File: config.mk
export PLATFORM = sky130hd
export DESIGN_NAME = rw_byte_serializer
export DESIGN_NICKNAME = d
export VERILOG_FILES = /design/src/rtl/rw_ser_pkg.sv /design/src/rtl/rw_bit_timer.sv /design/src/rtl/rw_byte_serializer.sv
export SDC_FILE = /design/constraint.sdc
export NUM_CORES = 1
export LEC_CHECK = 0
export CORE_AREA = 2 2 44 46
export DETAILED_ROUTE_END_ITERATION = 16
export DIE_AREA = 0 0 46 48
export GPL_TIMING_DRIVEN = 0
export PLACE_DENSITY_LB_ADDON = 0.2
export SYNTH_ARGS = -nofsm -noshare
export SYNTH_HDL_FRONTEND = slang
export SYNTH_SLANG_ARGS = --single-unit
File: constraint.sdc
create_clock -name clk -period 3.27 [get_ports clk]
set_input_delay 0.981 -clock clk [delete_from_list [all_inputs] [get_ports clk]]
set_output_delay 0.981 -clock clk [all_outputs]
set_load 0.05 [all_outputs]
File: src/rtl/rw_ser_pkg.sv
// Shared types and constants for the rw byte serializer and its bit timer.
package rw_ser_pkg;

   typedef enum logic [2:0] {
      IDLE,
      START,
      DATA,
      PARITY,
      STOP
   } ser_state_t;

   localparam logic LINE_IDLE = 1'b1;
   localparam logic START_BIT = 1'b0;
   localparam logic STOP_BIT  = 1'b1;

   function automatic int frame_bits(input int data_w, input bit parity);
      return data_w + 2 + (parity ? 1 : 0);
   endfunction

endpackage

File: src/rtl/rw_bit_timer.sv
// Per-bit cycle counter; bit_done marks the last cycle of each serial bit.
module rw_bit_timer #(
   parameter int CLKS_PER_BIT = 4
) (
   input  logic clk,
   input  logic rst,
   input  logic load,
   output logic bit_done
);

   localparam int CW = $clog2(CLKS_PER_BIT) + 1;
   localparam logic [CW-1:0] LAST = CW'(CLKS_PER_BIT - 1);

   logic [CW-1:0] cnt_q;

   assign bit_done = !load && (cnt_q == LAST);

   always_ff @(posedge clk) begin
      if (!rst || load) begin
         cnt_q <= '0;
      end else if (bit_done) begin
         cnt_q <= '0;
      end else begin
         cnt_q <= cnt_q + CW'(1);
      end
   end

endmodule

File: src/rtl/rw_byte_serializer.sv
// Byte-in, LSB-first framed serial-out transmitter with valid/ready handshake.
// Define RW_SER_PARITY_EN to insert an even-parity bit before the stop bit.
module rw_byte_serializer
   import rw_ser_pkg::*;
#(
   parameter int DATA_W       = 8,
   parameter int CLKS_PER_BIT = 4
) (
   input  logic              clk,
   input  logic              rst,
   input  logic [DATA_W-1:0] __in0,
   input  logic              __in1,
   output logic              __out0,
   output logic              __out1,
   output logic              __out2
);

   localparam int IW = $clog2(DATA_W) + 1;
   localparam logic [IW-1:0] LAST_IDX = IW'(DATA_W - 1);

   ser_state_t        state_q, state_d;
   logic [DATA_W-1:0] shift_q, shift_d;
   logic [IW-1:0]     idx_q, idx_d;
   logic              bit_done;
   logic              line;
   logic              ready;
   logic              busy;
`ifdef RW_SER_PARITY_EN
   logic              par_q, par_d;
`endif

   rw_bit_timer #(
      .CLKS_PER_BIT(CLKS_PER_BIT)
   ) u_timer (
      .clk     (clk),
      .rst     (rst),
      .load    (state_q == IDLE),
      .bit_done(bit_done)
   );

   always_comb begin
      state_d = state_q;
      shift_d = shift_q;
      idx_d   = idx_q;
      line    = LINE_IDLE;
      ready   = 1'b0;
      busy    = 1'b1;
`ifdef RW_SER_PARITY_EN
      par_d   = par_q;
`endif
      unique case (state_q)
         IDLE: begin
            ready = 1'b1;
            busy  = 1'b0;
            if (__in1) begin
               state_d = START;
               shift_d = __in0;
               idx_d   = '0;
`ifdef RW_SER_PARITY_EN
               par_d   = ^__in0;
`endif
            end
         end
         START: begin
            line = START_BIT;
            if (bit_done) state_d = DATA;
         end
         DATA: begin
            line = shift_q[0];
            if (bit_done) begin
               shift_d = shift_q >> 1;
               idx_d   = idx_q + IW'(1);
               if (idx_q == LAST_IDX) begin
`ifdef RW_SER_PARITY_EN
                  state_d = PARITY;
`else
                  state_d = STOP;
`endif
               end
            end
         end
`ifdef RW_SER_PARITY_EN
         PARITY: begin
            line = par_q;
            if (bit_done) state_d = STOP;
         end
`endif
         STOP: begin
            line = STOP_BIT;
            if (bit_done) state_d = IDLE;
         end
         default: begin
            state_d = IDLE;
         end
      endcase
   end

   always_ff @(posedge clk) begin
      if (!rst) begin
         state_q <= IDLE;
         shift_q <= '0;
         idx_q   <= '0;
`ifdef RW_SER_PARITY_EN
         par_q   <= 1'b0;
`endif
      end else begin
         state_q <= state_d;
         shift_q <= shift_d;
         idx_q   <= idx_d;
`ifdef RW_SER_PARITY_EN
         par_q   <= par_d;
`endif
      end
   end

   assign __out0 = line;
   assign __out1 = ready;
   assign __out2 = busy;

endmodule
==> flow_summary.ini, run 1 <==
[status]
status = finished, final reports clean

[critical_path]
worstSetupPathType = flip-flop to primary output
cp_max_fo = 9
r2r_setup_slack_ps = 1600
cp-start-kind = flip-flop
critPathArrivalTime_ps = 2120
r2r_end = shift_q[3]
r2r-start = u_timer.cnt_q[0]
crit_path_end_kind = primary output
crit_required_ps = 2290
ff2ff_path_depth = 7
critical_path.startpoint = state_q[1]

[sta]
drv_slew = 0
period_minus_slack_ps = 3100
fin_crit_sh_pct = 94.9
slew_headroom_pct = 65.5
fin_tns_setup_ps = 0
setup_viol = 0
tightest_slew_ps = 518
setup_ws_ps = 168
finalHoldViolations = 0
max_freq_mhz = 322
rsz0062_at_grt = no
hold_ws_ps = 428
finalClockSkew_ps = 5.41

[global_routing]
antenna_found_initial = 0
overflow = 0
grt_pass1_vias = 642
grt_start_max_net_pins = 11
groute.usage.overall_pct = 18.1
grt_pass1_wl_um = 2880

[run]
cap_violations = 0

[clock_network]
cts_resized = 0
h-tree-depth = 1
hold_buffers = 0
cts.sinks = 18
clk_latency_ps = 290
numCtsBuffers = 3
clock-root-buffer = clkbuf_4
post_cts_buffers = 0
path_clk_slew_ps = 100
cts_tree = yes
cts_buffer_depth = 2

[placed_design]
place_area_um2 = 1050
routabilityCongestion = 0.854
pre_cts_ws_ps = 479
io_buffers = 13
hpwl_um = 1270
dp_cells = 134

[logic_synthesis]
synth-seq-cells = 18
synth_cells = 104
yosysTopAreaCell = dfxtp_1
synthArstFlopShare_pct = 0
synthTopCellsByArea = dfxtp_1, nand2_1, nor2_1
netlist_area_um2 = 901
synthFlopType = dfxtp_1
yosysSeqAreaShare_pct = 40.0
synthDistinctLibCells = 33
synth_fp_nets = 118
syn_avg_cell_area_um2 = 8.66
synth_edf_count = 0
synth_top_area_share_pct = 40.0
ys_warn_count = 0

[detailed_routing]
via_per_inst = 5.76
wl_per_cell_um = 12.4
vias = 789
drt-pass1-iter-count = 4
routed_wl_um = 1700
ant_nets = 0
post-route-drc-count = 0
drt_iter0_markers = 26

[power_and_ir_drop]
power_frac_seq_pct = 57.6
share_comb_of_total_power_pct = 16.2
switchingPower_mw = 0.104
p_leak_nw = 0.396
powerDensity_nw_per_um2 = 378
netSwitchingFraction_pct = 25.7
p_int_mw = 0.302
pwr-share-clk_pct = 26.2
ir_drop_uv = 292
report.power.total_mw = 0.406

[worst_hold_path]
hold_path_class = flip-flop to flip-flop
hold_depth = 1
min-delay-start = u_timer.cnt_q[0]
hold_end = u_timer.cnt_q[0]

[cells_and_area]
final_nets = 136
final_cell_area_um2 = 1070
layoutNonFillerInstCount = 137
area_growth_pct = 19.3
antennaDiodeCount = 0
drive_above_1_share_pct = 12.5
fin_util_pct = 63.6

[floorplan]
die_y_um = 48
die_w_um = 46
start_util_pct = 53.3
rows = 15
coreArea_um2 = 1690
ioPinCount = 14
die-area_um2 = 2210
[power groups by stage]
| stage | registers, mW | logic (mW) | clock network (mW) |
|---|---|---|---|
| CTS | 0.234 | 0.0661 | 0.111 |
| detailed placement | 0.239 | 0.0659 | 0 |
| floorplan | 0.238 | 0.0419 | 0 |
| finish | 0.234 | 0.0658 | 0.106 |
| global placement | 0.239 | 0.0647 | 0 |
| global route | 0.235 | 0.0715 | 0.122 |
[worst max path at each step]
stage	endpoint	depth (start not counted)
after floorplan	__out0	5
after detailed placement	__out0	6
after global routing	__out0	6
after global placement	__out0	6
after CTS	__out0	6
final	__out0	6
[worst max-delay path, cell delays in order, from the launching register on]
cell and delay (ps):
dfxtp_1 340, buf_6 130, or3b_1 330, buf_2 180
nor2_1 100, a21oi_1 40, clkdlybuf4s50_1 700
[flip-flops by register name (all words and copies together), names as in the netlist]
register	flops
idx_q	4
shift_q	8
state_q	3
u_timer.cnt_q	3
[Yosys cell counts (2+ instances only)]
cell type and number:
a311oi_1 6, buf_6 2, nand3_1 3, a31oi_1 2, nor2_1 14, mux2i_1 3
ha_1 3, nand2_1 17, dfxtp_1 18, o21ai_0 2, nor3_1 3, buf_2 2
inv_1 5, nand3b_1 2, a21oi_1 3, nor4_1 2
[logic make-up after synthesis]
| kind of cell | Yosys count | share of synthesized area (%) |
|---|---|---|
| compound gates | 20 | 17.2 |
| fa+ha+maj | 4 | 5.28 |
| buf+inv | 12 | 7.36 |
| flops | 18 | 40.0 |
| mux | 3 | 3.33 |
| simple gates | 47 | 26.8 |
[cell usage in the layout, fill, tap and decap left out, types with 2 or more instances in the layout]
master | synthesis | routed
dfxtp_1 | 18 | 18
nand2_1 | 17 | 17
nor2_1 | 14 | 14
clkdlybuf4s50_1 | 0 | 13
a311oi_1 | 6 | 6
inv_1 | 5 | 5
a21oi_1 | 3 | 3
nor3_1 | 3 | 3
mux2i_1 | 3 | 3
nand3_1 | 3 | 3
ha_1 | 3 | 3
clkbuf_4 | 0 | 3
buf_2 | 2 | 2
buf_6 | 2 | 2
nand3b_1 | 2 | 2
a31oi_1 | 2 | 2
nor4_1 | 2 | 2
o21ai_0 | 2 | 2
[metal layers]
layer	up-vias	part of all wire (%)	GRT usage (%)
met2	18	46	26.7
met5	-	0	0
met4	0	1.9	8.57
met1	361	49	25.3
met3	5	3.2	3.40
li1	405	-	-
[final cells by class]
class                      instances  area [µm²]
sequential                        18         360
multi-input combinational         74         474
tap                               17        21.3
timing repair buffer              13         130
clock buffer                       3        22.5
fill                             157         614
inverter                           6        22.5
buffer                             6        43.8
Note: power is estimated with default switching activity, not from simulation.
==> inputs of run 2 (changes only) <==
CELL_PAD_IN_SITES_DETAIL_PLACEMENT = 1   (was not set)
CELL_PAD_IN_SITES_GLOBAL_PLACEMENT = 1   (was not set)
CORE_AREA = 2 2 50 52   (was 2 2 44 46)
DIE_AREA = 0 0 52 54   (was 0 0 46 48)
GPL_ROUTABILITY_DRIVEN = 1   (was not set)
==> run 2 against run 1 <==
Utilization down 16 points. First-iteration DRC count down 85%. Sequential power about the same. Sequential share of layout area down 0.91 points. Critical path depth unchanged. Clock-buffer cell count up 1. Flip-flop and latch count unchanged. Global-route usage up 0.23 points. Die area up 27%. Largest cell class unchanged.
==> flow_summary.ini, run 2 (synthesized netlist as in run 1, its figures left out) <==
[detailed_routing]
ant_nets = 0
post-route-drc-count = 0
wl_per_cell_um = 14.4
routed_wl_um = 2170
via_per_inst = 5.31
vias = 802
drt-pass1-iter-count = 3
drt_iter0_markers = 4

[clock_network]
cts_resized = 0
cts_buffer_depth = 2
path_clk_slew_ps = 100
cts_tree = yes
numCtsBuffers = 3
cts.sinks = 18
clk_latency_ps = 290
h-tree-depth = 1
hold_buffers = 0
clock-root-buffer = clkbuf_4
post_cts_buffers = 0

[cells_and_area]
final_cell_mix = dfxtp_1, nand2_1, nor2_1
antennaDiodeCount = 0
final_nets = 136
area_growth_pct = 22.6
largest_register = shift_q
largest_register_ffs = 8
layoutNonFillerInstCount = 151
top_regs = shift_q (8), idx_q (4)
final_common_cell = dfxtp_1
drive_above_1_share_pct = 13.2

[run]
cap_violations = 0

[sta]
period_minus_slack_ps = 3150
finalHoldViolations = 0
tightest_slew_ps = 535
drv_slew = 0
fin_tns_setup_ps = 0
slew_headroom_pct = 64.3
finalClockSkew_ps = 0.894
fin_crit_sh_pct = 96.3
setup_viol = 0
hold_ws_ps = 441
max_freq_mhz = 318
rsz0062_at_grt = no

[global_routing]
grt_pass1_wl_um = 3730
antenna_found_initial = 0
grt_pass1_vias = 862
overflow = 0
groute.usage.overall_pct = 18.3
grt_start_max_net_pins = 11

[floorplan]
die_w_um = 52
die_y_um = 54
die-area_um2 = 2810
rows = 18
start_util_pct = 38.8
coreArea_um2 = 2320
ioPinCount = 14

[status]
status = finished, final reports clean

[power_and_ir_drop]
netSwitchingFraction_pct = 25.7
p_int_mw = 0.327
share_comb_of_total_power_pct = 15.2
report.power.total_mw = 0.440
p_leak_nw = 0.403
pwr-share-clk_pct = 31.5
powerDensity_nw_per_um2 = 399
ir_drop_uv = 196
power_frac_seq_pct = 53.3
switchingPower_mw = 0.113

[critical_path]
worstSetupPathType = flip-flop to primary output
r2r-start = u_timer.cnt_q[0]
ff2ff_path_depth = 7
r2r_setup_slack_ps = 1530
cp-start-kind = flip-flop
critPathArrivalTime_ps = 2170
r2r_end = shift_q[3]
crit_path_end_kind = primary output
cp_max_fo = 9
crit_required_ps = 2290

[placed_design]
hpwl_um = 1680
io_buffers = 13
dp_cells = 147
routabilityCongestion = 0.746

[worst_hold_path]
min-delay-start = u_timer.cnt_q[0]
hold_end = u_timer.cnt_q[0]
hold_depth = 1
hold_path_class = flip-flop to flip-flop
-- run 2: routing by layer --
layer	vias up	GRT usage, %	wire, µm
li1	402	-	-
met1	387	20.2	954
met2	9	33.8	1140
met3	4	3.06	48
met4	0	9.21	28
met5	-	0	0
-- run 2: how the worst max path moves through the flow --
stage / from / end / slack, ps / cells after the start
after global routing: state_q[1] / __out0 / 10 / 6
final: state_q[1] / __out0 / 120 / 6
after floorplan: state_q[1] / __out0 / 770 / 5
after CTS: state_q[1] / __out0 / 110 / 6
after global placement: state_q[1] / __out0 / 480 / 6
after detailed placement: state_q[1] / __out0 / 450 / 6
-- run 2: metrics by stage --
step | setup slack [ps] | util (%) | cell area (µm²)
2_1_floorplan | 768 | - | 901
3_3_place_gp | 480 | 46.1 | 1070
3_5_place_dp | 455 | 46.1 | 1070
4_1_cts | 109 | 47.6 | 1100
5_1_grt | 12.0 | 47.6 | 1100
6_report | 122 | 47.6 | 1100
-- run 2: critical path: stages, from the launching register on --
cell,delay [ps]
dfxtp_1,340
buf_6,130
or3b_1,340
buf_2,190
nor2_1,100
a21oi_1,50
clkdlybuf4s50_1,700
-- run 2: cell type report --
class                   instances  area (µm²)
plain buffers                   6        43.8
clock buffers                   4        36.3
fillers                       280        1210
inverters                       6        22.5
multi-input cells              74         474
flip-flops and latches         18         360
well taps                      30        37.5
repair buffers                 13         130
-- run 2: power groups by stage --
| stage | clock (mW) | sequential (mW) | combinational (mW) |
|---|---|---|---|
| after floorplan | 0 | 0.238 | 0.0419 |
| after global placement | 0 | 0.239 | 0.0658 |
| after detailed placement | 0 | 0.240 | 0.0678 |
| after CTS | 0.144 | 0.235 | 0.0680 |
| after global routing | 0.153 | 0.236 | 0.0725 |
| final | 0.138 | 0.235 | 0.0669 |
==> inputs of run 3 (changes only) <==
CAP_MARGIN = 25   (was not set)
CORE_AREA = 2 2 52 54   (was 2 2 50 52)
DIE_AREA = 0 0 54 56   (was 0 0 52 54)
clock period = 3.4 ns   (was 3.27 ns; I/O delays follow)
==> run 3 against run 2 <==
Sequential power down 4%. Clock skew about the same. Setup slack improved by 110 ps. Routed wire length decreased by 3.2%. Cell count fell by 0.66%. Die area is 7.7% higher. First-iteration DRC count is 100% higher. Register-to-register slack improved by 150 ps. Critical path depth is the same. Critical path type unchanged. Highest routed layer unchanged.
==> flow_summary.ini, run 3 (synthesized netlist as in run 1, its figures left out) <==
[worst_hold_path]
hold_path_class = flip-flop to flip-flop

[critical_path]
cpMaxStageDelayCell = clkdlybuf4s50_1
critPathArrivalTime_ps = 2140
cp-start-kind = flip-flop
worstSetupPathType = flip-flop to primary output
cp_max_fo = 9
path_cells = buf_6 > or3b_1 > buf_2 > nor2_1 > a21oi_1 > clkdlybuf4s50_1
crit_required_ps = 2380
max_stage_delay_ps = 700
crit_path_end_kind = primary output

[cells_and_area]
fillers = 310
fin_util_pct = 44.9
largest_register = shift_q
largest_register_ffs = 8
layoutNonFillerInstCount = 150
multi_input_area_um2 = 474
drive_above_1_share_pct = 12.5
seqCellArea_um2 = 360
final_cell_area_um2 = 1090
antennaDiodeCount = 0
final_nets = 136
final_cell_mix = dfxtp_1, nand2_1, nor2_1
final_common_cell = dfxtp_1
area_growth_pct = 21.1
top_regs = shift_q (8), idx_q (4)

[power_and_ir_drop]
powerDensity_nw_per_um2 = 365
ir_drop_uv = 244
report.power.total_mw = 0.398
p_leak_nw = 0.396

[sta]
finalClockSkew_ps = 0.660
fin_tns_setup_ps = 0
finalHoldViolations = 0
fin_crit_sh_pct = 93.1
slew_headroom_pct = 65.1
setup_viol = 0
setup_ws_ps = 235
period_minus_slack_ps = 3160
rsz0062_at_grt = no
tightest_slew_ps = 524
drv_slew = 0
hold_ws_ps = 430
max_freq_mhz = 316

[global_routing]
grt_pass1_vias = 785
grt_pass1_wl_um = 3590
overflow = 0
grt_start_max_net_pins = 11
antenna_found_initial = 0
groute.usage.overall_pct = 16.5

[placed_design]
io_buffers = 13
dp_cells = 147
pre_cts_ws_ps = 541
hpwl_um = 1590
place_area_um2 = 1070
routabilityCongestion = 0.791

[detailed_routing]
drt_iter0_markers = 8
drt-pass1-iter-count = 4
vias = 796
via_per_inst = 5.31
ant_nets = 0
post-route-drc-count = 0
wl_per_cell_um = 14.0
routed_wl_um = 2100

[clock_network]
hold_buffers = 0
cts.sinks = 18
post_cts_buffers = 0
clk_latency_ps = 300
path_clk_slew_ps = 100
cts_tree = yes
h-tree-depth = 1
cts_resized = 0
cts_buffer_depth = 2
clock-root-buffer = clkbuf_4
numCtsBuffers = 3

[floorplan]
start_util_pct = 37.0
ioPinCount = 14
rows = 18
die_w_um = 54
coreArea_um2 = 2430
die_y_um = 56
die-area_um2 = 3020

[run]
cap_violations = 0

[status]
status = finished, final reports clean
## run 3: layer usage
| layer | GRT usage [%] | vias to the layer above | part of all wire (%) |
|---|---|---|---|
| li1 | - | 399 | - |
| met1 | 18.1 | 379 | 43 |
| met2 | 28.2 | 14 | 51 |
| met3 | 5.65 | 4 | 4.1 |
| met4 | 6.43 | 0 | 1.6 |
| met5 | 0 | - | 0 |
## run 3: worst paths after layout
path | from | endpoint | slack, ps | cells past startpoint
max | state_q[1] | __out0 | 240 | 6
min | u_timer.cnt_q[0] | u_timer.cnt_q[0] | 430 | 1
min reg2reg | u_timer.cnt_q[0] | u_timer.cnt_q[0] | 430 | 1
max reg2reg | u_timer.cnt_q[0] | idx_q[1] | 1680 | 7
## run 3: power breakdown
| group | switching (mW) | leakage (nW) | internal, mW |
|---|---|---|---|
| combinational | 0.0349 | 0.234 | 0.0292 |
| clock | 0.0674 | 0.0138 | 0.0413 |
| sequential | 0.00517 | 0.147 | 0.220 |
## run 3: worst max-delay path: cells and delay by family, from the launching register on
kind,cells,cell delay [ps]
flops,1,340
compound gates,1,50
buf+inv,3,1020
simple gates,2,440
## run 3: layout make-up
type,instances,share of cell area [%]
buffer,6,4.01
clock buffer,3,2.06
inverter,6,2.06
multi-input combinational,74,43.5
sequential,18,33.0
tap,30,3.44
timing repair buffer,13,11.9
